### src/rtl/saturate_u8_pkg.sv
// Shared constants for the brightness datapath clamp stage.
package saturate_u8_pkg;
  localparam int unsigned PIX_W         = 8;
  localparam int unsigned PROD_W        = 13;
  localparam int unsigned PROD_SHIFT    = 3;
  localparam int unsigned SAT_CNT_W_DEF = 16;
endpackage

### src/rtl/saturate_u8_clamp.sv
// Purely combinational unsigned clamp of an IN_W sample to OUT_W bits.
module sat_clamp #(
  parameter int unsigned IN_W  = 10,
  parameter int unsigned OUT_W = 8
) (
  input  logic [IN_W-1:0]  din,
  output logic [OUT_W-1:0] dout,
  output logic             over
);
  logic [IN_W-1:0] max_val;

  // Built bitwise so the IN_W == OUT_W case needs no zero-width replication.
  always_comb begin
    max_val              = '0;
    max_val[OUT_W-1:0]   = '1;
  end

  always_comb begin
    over = (din > max_val);
    dout = over ? '1 : din[OUT_W-1:0];
  end
endmodule

### src/rtl/saturate_u8.sv
// Registered unsigned clamp with valid, per-sample clip flag and saturating clip counter.
module saturate_u8
  import saturate_u8_pkg::*;
#(
  parameter int unsigned IN_W  = 10,
  parameter int unsigned OUT_W = PIX_W,
  parameter int unsigned CNT_W = SAT_CNT_W_DEF
) (
  input  logic             clk,
  input  logic             rst,
  input  logic             in_valid,
  input  logic [IN_W-1:0]  din,
  input  logic             cnt_clr,
  output logic [OUT_W-1:0] dout,
  output logic             out_valid,
  output logic             sat,
  output logic [CNT_W-1:0] sat_count
);
  logic [OUT_W-1:0] clamped;
  logic             over;

  sat_clamp #(
    .IN_W  (IN_W),
    .OUT_W (OUT_W)
  ) u_clamp (
    .din  (din),
    .dout (clamped),
    .over (over)
  );

  always_ff @(posedge clk) begin
    if (rst) begin
      dout      <= '0;
      out_valid <= 1'b0;
      sat       <= 1'b0;
    end else begin
      dout      <= clamped;
      out_valid <= in_valid;
      sat       <= over & in_valid;
    end
  end

  always_ff @(posedge clk) begin
    if (rst || cnt_clr) begin
      sat_count <= '0;
    end else if (in_valid && over && (sat_count != '1)) begin
      sat_count <= sat_count + 1'b1;
    end
  end
endmodule

### config.mk
export PLATFORM = sky130hd
export DESIGN_NAME = saturate_u8
export DESIGN_NICKNAME = d
export VERILOG_FILES = /design/src/rtl/saturate_u8_pkg.sv /design/src/rtl/saturate_u8_clamp.sv /design/src/rtl/saturate_u8.sv
export SDC_FILE = /design/constraint.sdc
export NUM_CORES = 1
export LEC_CHECK = 0
export CAP_MARGIN = 20
export CORE_ASPECT_RATIO = 2
export CORE_UTILIZATION = 47
export CTS_BUF_LIST = sky130_fd_sc_hd__clkbuf_4 sky130_fd_sc_hd__clkbuf_8
export CTS_CLUSTER_DIAMETER = 40
export DETAILED_ROUTE_END_ITERATION = 7
export GPL_TIMING_DRIVEN = 0
export PLACE_DENSITY_LB_ADDON = 0.12
export SYNTH_ARGS = -nofsm -noshare
export SYNTH_HDL_FRONTEND = slang
export SYNTH_SLANG_ARGS = --single-unit
### constraint.sdc
create_clock -name clk -period 2.25 [get_ports clk]
set_input_delay 0.225 -clock clk [delete_from_list [all_inputs] [get_ports clk]]
set_output_delay 0.225 -clock clk [all_outputs]
set_load 0.03 [all_outputs]
==> flow_summary.ini, run 1 <==
[critical_path]
timing.rr.end = sat_count[10]
arrival_ns = 2.04
r2r-start = sat_count[0]
reg2reg_slack_ns = 0.42
criticalPathCategory = flop to flop
worstPathRequired_ns = 2.46
ff2ff_path_depth = 5
path_max_fanout = 7
endpoint_kind = flop
start_kind = flop

[yosys]
ys_seq_area_share_pct = 42.3
synth_edf_count = 0
synth_most_common_cell = dfxtp_1
ys_async_sr_fraction_pct = 0
yosysWarningCount = 0
synth_seq_cells = 26
synth_cell_types = 41
yosys-top-cells-area = dfxtp_1, nor2_1, nand4_1
synthFlopType = dfxtp_1
avgSynthCellArea_um2 = 8.91
yosys-top-cells-count = dfxtp_1, nor2_1, nand3_1, nand4_1, nand2_1
synth_area_leader_cell = dfxtp_1
syn_area_um2 = 1230
syn-num-nets = 153
syn_inst = 138
yosysTopAreaCellShare_pct = 42.3

[cts]
cts_resized = 0
postCtsSetupBuffers = 0
clk_pin_slew_ns = 0.09
cts_hold_buffers = 0
root_buffer = clkbuf_8
ctsLongestPathBuffers = 2
numCtsBuffers = 3
cts_sinks = 26
clk_latency_ns = 0.28
htreeDepth = 1
cts_tree = yes

[global_route]
grt_pass1_wl_um = 5180
overflow = 0
antenna_found_initial = 0
grt_max_degree = 15
grt_pass1_vias = 1167
grt_util_all_layers_pct = 25.2

[power_and_ir_drop]
powerDensity_nw_per_um2 = 530
ir_drop_mv = 0.433
power.leakage_nw = 0.587
total_power_mw = 0.906

[finish]
final_util_pct = 71.0
fin_area_um2 = 1710
drive_above_1_share_pct = 11.0
final_cells = 208
area_growth_pct = 39.0
multiInputGateArea_um2 = 658
fin_nets = 197
diodes = 0
seqCellArea_um2 = 520
fill_cells = 183

[timing]
maxSlewHeadroom_pct = 63.6
hold-worst-slack_ns = 0.519
hold_viol_final = 0
tns_ns = 0
finalSetupViolCount = 0
grt_setup_unrepaired = no
finalCritPeriodShare_pct = 81.2
timing.final.crit_period_ns = 1.83
setup_ws_ns = 0.422
max_freq_mhz = 547
slew_violations = 0
tightest_slew_ns = 0.541
finClkSkew_ns = 0.00882

[detailed_routing]
drt-pass1-iter-count = 5
finalWirelength_um = 3220
via_count = 1278
drt_iter0_drc = 53
drc = 0
drt-wirelength-per-cell_um = 15.5
vias_per_cell = 6.14
ant_nets = 0

[floorplan]
die_width_um = 38.2
rows = 25
die_area_um2 = 2840
fp.dieH_um = 74.3
coreArea_um2 = 2410
floorplan.initialDensity_pct = 51.1
ios = 40

[run]
maxCapViolations = 0

[place]
place_area_um2 = 1650
io_buffers = 39
gp_congestion = 0.815
placedCellCount = 204
dp_hpwl_um = 2430
dp_slack_ns = 0.238

[worst_hold_path]
hold_depth = 3
hold_start = din[7]
min_to = dout[7]
hp-class = primary input to flop

[outcome]
status = finished, final reports clean
-- critical path, stage by stage, from the launching register on --
cell	delay, ns
dfxtp_1	0.43
ha_1	0.29
and4_2	0.31
nand2_1	0.16
or4_1	0.44
a21oi_1	0.15
-- sequential cells by signal, indices dropped and copies added, names as in the netlist --
signal,cells
sat,1
sat_count,16
out_valid,1
dout,8
-- logic make-up (layout without fill, tap and decap cells) --
| logic type | count (synthesis) | after routing | share of synthesized area [%] |
|---|---|---|---|
| buffers and inverters | 8 | 51 | 4.17 |
| adder cells (fa/ha/maj) | 1 | 1 | 1.02 |
| AO/OA/AOI/OAI | 27 | 27 | 16.0 |
| AND/OR/NAND/NOR | 75 | 75 | 35.7 |
| multiplexers | 1 | 1 | 0.814 |
| flip-flops | 26 | 26 | 42.3 |
-- area by class of cell --
cell class,count,area share (%)
buffer,7,2.78
clock buffer,4,3.22
sequential,26,30.5
inverter,1,0.220
tap,27,1.98
multi-input combinational,104,38.5
timing repair buffer,39,22.8
-- metal layers --
metal	wire length (um)	GRT usage [%]	up-vias
li1	-	-	610
met2	1800	44.6	48
met4	68	13.1	0
met5	0	0	-
met1	1210	27.2	610
met3	133	4.18	10
-- how the worst max path moves through the flow --
stage | end | cells past startpoint | startpoint
3_3_place_gp | sat_count[9] | 5 | din[9]
6_report | sat_count[10] | 5 | sat_count[0]
2_1_floorplan | sat_count[10] | 5 | sat_count[0]
3_5_place_dp | sat_count[9] | 5 | in_valid
4_1_cts | sat_count[10] | 5 | sat_count[0]
5_1_grt | sat_count[10] | 5 | sat_count[0]
-- where the power goes --
group          switching [mW]  internal, mW  total (mW)
logic                  0.0665        0.0546       0.121
clock network           0.148         0.157       0.305
registers             0.00648         0.474       0.480
-- cells in the final DEF (no fill, tap or decap), types with 3 or more instances in the layout --
cell,n
a21oi_1,6
and3_1,3
clkbuf_1,4
clkbuf_8,5
clkdlybuf4s50_1,39
dfxtp_1,26
nand2_1,7
nand3_1,9
nand4_1,8
nor2_1,20
nor3_1,3
nor4_1,3
o211ai_1,4
or2_2,3
or3_1,3
or4_1,4
Note: power is estimated with default switching activity, not from simulation.
==> run 2: changes to the inputs <==
clock period = 1.8 ns   (was 2.25 ns; I/O delays follow)
==> run 2 against run 1 <==
  * Count of clock-buffer cells in the layout decreased by 1
  * Cell area rose by 1.2%
  * Worst setup slack worse by 0.39 ns
  * Combinational power rose by 26%
  * Sequential share of layout area fell by 0.16 points
  * Clock skew down 0.0065 ns
==> flow_summary.ini, run 2 (synthesis gave the netlist of run 1 again) <==
[cts]
root_buffer = clkbuf_8
clk_latency_ns = 0.27
clk_pin_slew_ns = 0.09
numCtsBuffers = 3
ctsLongestPathBuffers = 2
cts_sinks = 26
htreeDepth = 1
cts_tree = yes

[global_route]
grt_util_all_layers_pct = 26.5
antenna_found_initial = 0
grt_pass1_wl_um = 5340
overflow = 0
grt_max_degree = 14
grt_pass1_vias = 1224

[critical_path]
criticalPathCategory = flop to flop
slowest_delay_ns = 0.48
start_kind = flop
cpMaxStageDelayCell = dfxtp_1
worst-path-buf-inv = 1
worstPathRequired_ns = 1.95
endpoint_kind = flop
arrival_ns = 1.92
path_max_fanout = 10
crit_chain = nand4_1 > nor4_4 > buf_6 > nor3_2 > or3_1
critPathTopFamily = simple AND/OR/NAND/NOR gates

[timing]
hold-worst-slack_ns = 0.483
finalSetupViolCount = 0
setup_ws_ns = 0.0333
finalCritPeriodShare_pct = 98.1
max_freq_mhz = 566
slew_violations = 0
hold_viol_final = 0
tns_ns = 0
finClkSkew_ns = 0.00228
tightest_slew_ns = 0.517
maxSlewHeadroom_pct = 65.5
timing.final.crit_period_ns = 1.77

[floorplan]
fp.dieH_um = 74.3
rows = 25
ios = 40
floorplan.initialDensity_pct = 51.1
die_width_um = 38.2
coreArea_um2 = 2410
die_area_um2 = 2840

[finish]
largest_reg_flops = 16
fill_cells = 186
final_common_cell = clkdlybuf4s50_1
top_regs = sat_count (16), dout (8)
multiInputGateArea_um2 = 674
drive_above_1_share_pct = 15.4
final_cells = 209
seqCellArea_um2 = 524
diodes = 0
fin_nets = 199
area_growth_pct = 40.7
mostFrequentLayoutCells = clkdlybuf4s50_1, dfxtp_1, nor2_1, nand4_1, nand3_1
regMostFlops = sat_count

[power_and_ir_drop]
ir_drop_mv = 0.510
pwr-share-comb_pct = 14.0
seq_power_share_pct = 55.7
power.leakage_nw = 0.588
pwr-share-clk_pct = 30.2
powerDensity_nw_per_um2 = 624
p_switching_mw = 0.268
switching_share_pct = 24.8
p_int_mw = 0.811

[detailed_routing]
drt-wirelength-per-cell_um = 16.3
drt-pass1-iter-count = 4
vias_per_cell = 6.17
via_count = 1289
drc = 0
ant_nets = 0
finalWirelength_um = 3400
drt_iter0_drc = 62

[run]
maxCapViolations = 0

[worst_hold_path]
hp-class = primary input to flop

[place]
io_buffers = 39
gp_congestion = 0.833
placedCellCount = 204
dp_hpwl_um = 2370
dp_slack_ns = -0.158

[outcome]
status = finished, final reports clean
run 2: timing repair:
item | CTS | global route
endpoints found under the hold margin | 0 | 0
setup endpoints to repair | 0 | 6
buffers inserted | 0 | 2
gates resized for setup | 0 | 6
hold buffers | 0 | 0
run 2: cell type report:
type | instances | share of cell area (%)
Buffer | 7 | 2.75
Multi-Input combinational cell | 104 | 39.0
Tap cell | 27 | 1.95
Timing Repair Buffer | 41 | 23.4
Sequential cell | 26 | 30.3
Inverter | 1 | 0.217
Clock buffer | 3 | 2.39
run 2: metrics by stage:
| step | power, mW | util (%) | cell area (um2) |
|---|---|---|---|
| floorplan | 0.686 | - | 1230 |
| global placement | 0.761 | 68.7 | 1660 |
| detailed placement | 0.764 | 68.7 | 1660 |
| CTS | 1.08 | 70.4 | 1700 |
| global route | 1.12 | 71.8 | 1730 |
| finish | 1.08 | 71.8 | 1730 |
run 2: tightest hold or removal path: stages:
cell,delay [ns]
clkdlybuf4s50_1,0.39
nor2_1,0.10
nor2_1,0.04
run 2: path summary, 6_finish.rpt:
check	from	to	slack (ns)	depth (start not counted)
max	sat_count[11]	sat_count[1]	0.03	5
min	din[6]	dout[6]	0.48	3
max reg2reg	sat_count[11]	sat_count[1]	0.03	5
min reg2reg	sat_count[10]	sat_count[10]	0.53	2
run 2: power groups by stage:
stage          registers [mW]  logic (mW)  clock network (mW)
2_1_floorplan           0.649      0.0375                   0
3_3_place_gp            0.614       0.147                   0
3_5_place_dp            0.614       0.150                   0
4_1_cts                 0.601       0.151               0.329
5_1_grt                 0.604       0.162               0.353
6_report                0.601       0.152               0.326
run 2: per-layer routing:
metal / global-route usage (%) / part of all wire (%) / vias up
li1: - / - / 620
met1: 25.8 / 37 / 602
met2: 50.1 / 56 / 59
met3: 4.78 / 5.4 / 8
met4: 11.9 / 1.6 / 0
met5: 0 / 0 / -
==> run 3: changes to the inputs <==
CORE_UTILIZATION = 35   (was 47)
DONT_BUFFER_PORTS = 1   (was default)
clock period = 1.44 ns   (was 1.8 ns; I/O delays follow)
==> run 3 against run 2 <==
  * The flow now finishes with violations (design-rule violations, negative setup slack)
  * Total power increased by 21%
  * Worst setup slack worse by 0.22 ns
  * Critical path depth did not move
  * Global-route usage decreased by 7.1 points
==> flow_summary.ini, run 3 (synthesis gave the netlist of run 1 again) <==
[finish]
area_growth_pct = 39.5
top_regs = sat_count (16), dout (8)
diodes = 0
fin_nets = 180
final_common_cell = nor2_1
mostFrequentLayoutCells = nor2_1, dfxtp_4, dfxtp_1, buf_4
drive_above_1_share_pct = 37.2
regMostFlops = sat_count
largest_reg_flops = 16

[detailed_routing]
drc = 2
drt-wirelength-per-cell_um = 17.8
ant_nets = 0
via_count = 1224
vias_per_cell = 6.24
drt-pass1-iter-count = 6
finalWirelength_um = 3480
drt_iter0_drc = 27

[timing]
max_freq_mhz = 614
finalCritPeriodShare_pct = 113
hold-worst-slack_ns = 0.00218
finalSetupViolCount = 15
finClkSkew_ns = 0.00556
grt_setup_unrepaired = yes
maxSlewHeadroom_pct = 62.2
tightest_slew_ns = 0.567
tns_ns = -1.44
timing.final.crit_period_ns = 1.63
slew_violations = 0
hold_viol_final = 0
setup_ws_ns = -0.188

[cts]
htreeDepth = 1
cts_sinks = 26
cts_tree = yes
numCtsBuffers = 3
clk_pin_slew_ns = 0.09
root_buffer = clkbuf_8
clk_latency_ns = 0.27
ctsLongestPathBuffers = 2

[critical_path]
worstPathRequired_ns = 1.64
criticalPathCategory = flop to flop
start_kind = flop
crit_chain = ha_4 > and4_4 > nand2_4 > or4_1 > a21oi_1
worst-path-buf-inv = 0
critPathTopFamily = simple AND/OR/NAND/NOR gates
slowest_delay_ns = 0.45
endpoint_kind = flop
cpMaxStageDelayCell = dfxtp_4
path_max_fanout = 7
arrival_ns = 1.83

[run]
maxCapViolations = 0

[power_and_ir_drop]
power.leakage_nw = 0.585
powerDensity_nw_per_um2 = 760
ir_drop_mv = 0.466
total_power_mw = 1.30

[floorplan]
rows = 30
coreArea_um2 = 3380
floorplan.initialDensity_pct = 36.4
ios = 40
die_area_um2 = 3770
die_width_um = 43.9
fp.dieH_um = 85.8

[global_route]
grt_pass1_wl_um = 5520
grt_util_all_layers_pct = 19.4
grt_pass1_vias = 1250
overflow = 0
antenna_found_initial = 0
grt_max_degree = 15

[place]
io_buffers = 0
dp_hpwl_um = 2270
gp_congestion = 0.851

[worst_hold_path]
hp-class = primary input to flop

[outcome]
violations = design-rule violations, negative setup slack
status = finished, violations left
-- run 3: cell types whose count changed in the layout (fill, tap and decap cells not counted), moves of 2 or more --
cell,before,now
a21oi_1,6,4
a21oi_2,0,2
buf_4,3,9
buf_6,1,7
clkdlybuf4s50_1,39,0
dfxtp_1,23,10
dfxtp_2,3,0
dfxtp_4,0,16
dlygate4sd3_1,0,8
nand3_2,2,0
nand3_4,1,4
nor4_4,1,3
o311ai_0,2,0
-- run 3: power by group --
part / switching, mW / total (mW) / internal (mW)
Combinational: 0.0489 / 0.0856 / 0.0367
Sequential: 0.0592 / 0.773 / 0.713
Clock: 0.228 / 0.445 / 0.217
-- run 3: worst reg2reg max path, stage by stage (launching register included) --
cell	delay (ns)
dfxtp_4	0.45
ha_4	0.17
and4_4	0.30
nand2_4	0.09
or4_1	0.43
a21oi_1	0.13
-- run 3: layout make-up --
type | count | area, um2
Timing Repair Buffer | 22 | 204
Inverter | 1 | 3.75
Fill cell | 323 | 1660
Sequential cell | 26 | 581
Clock buffer | 4 | 48.8
Tap cell | 32 | 40.0
Multi-Input combinational cell | 104 | 781
Buffer | 7 | 57.6
-- run 3: worst paths after layout --
kind,depth (start not counted),start,endpoint,slack [ns]
worst max-delay path,5,sat_count[0],sat_count[10],-0.19
worst min-delay path,2,din[6],dout[6],0.002
worst max register to register,5,sat_count[0],sat_count[10],-0.19
worst min register to register,2,sat_count[12],sat_count[12],0.57
-- run 3: layer usage --
metal / vias up / part of all wire, % / GRT usage (%)
met5: - / 0 / 0
met4: 0 / 3.7 / 12.4
met3: 13 / 5.9 / 4.84
met2: 56 / 56 / 34.6
met1: 579 / 35 / 18.8
li1: 576 / - / -
-- run 3: metrics by stage --
step / area, um2 / util (%) / worst slack (ns) / cells
after floorplan: 1300 / - / -0.130 / 138
final: 1720 / 50.8 / -0.188 / 196
after global placement: 1340 / 39.7 / -0.308 / 170
after detailed placement: 1340 / 39.7 / -0.290 / 170
after global routing: 1720 / 50.8 / -0.287 / 196
after CTS: 1610 / 47.7 / -0.158 / 190
-- run 3: what timing repair did --
action	CTS	global route
hold endpoints to repair	6	2
setup endpoints to repair	16	16
gates cloned	0	0
pin swaps	13	8
resized for setup	21	12
buffers inserted	10	4
hold buffers	6	2
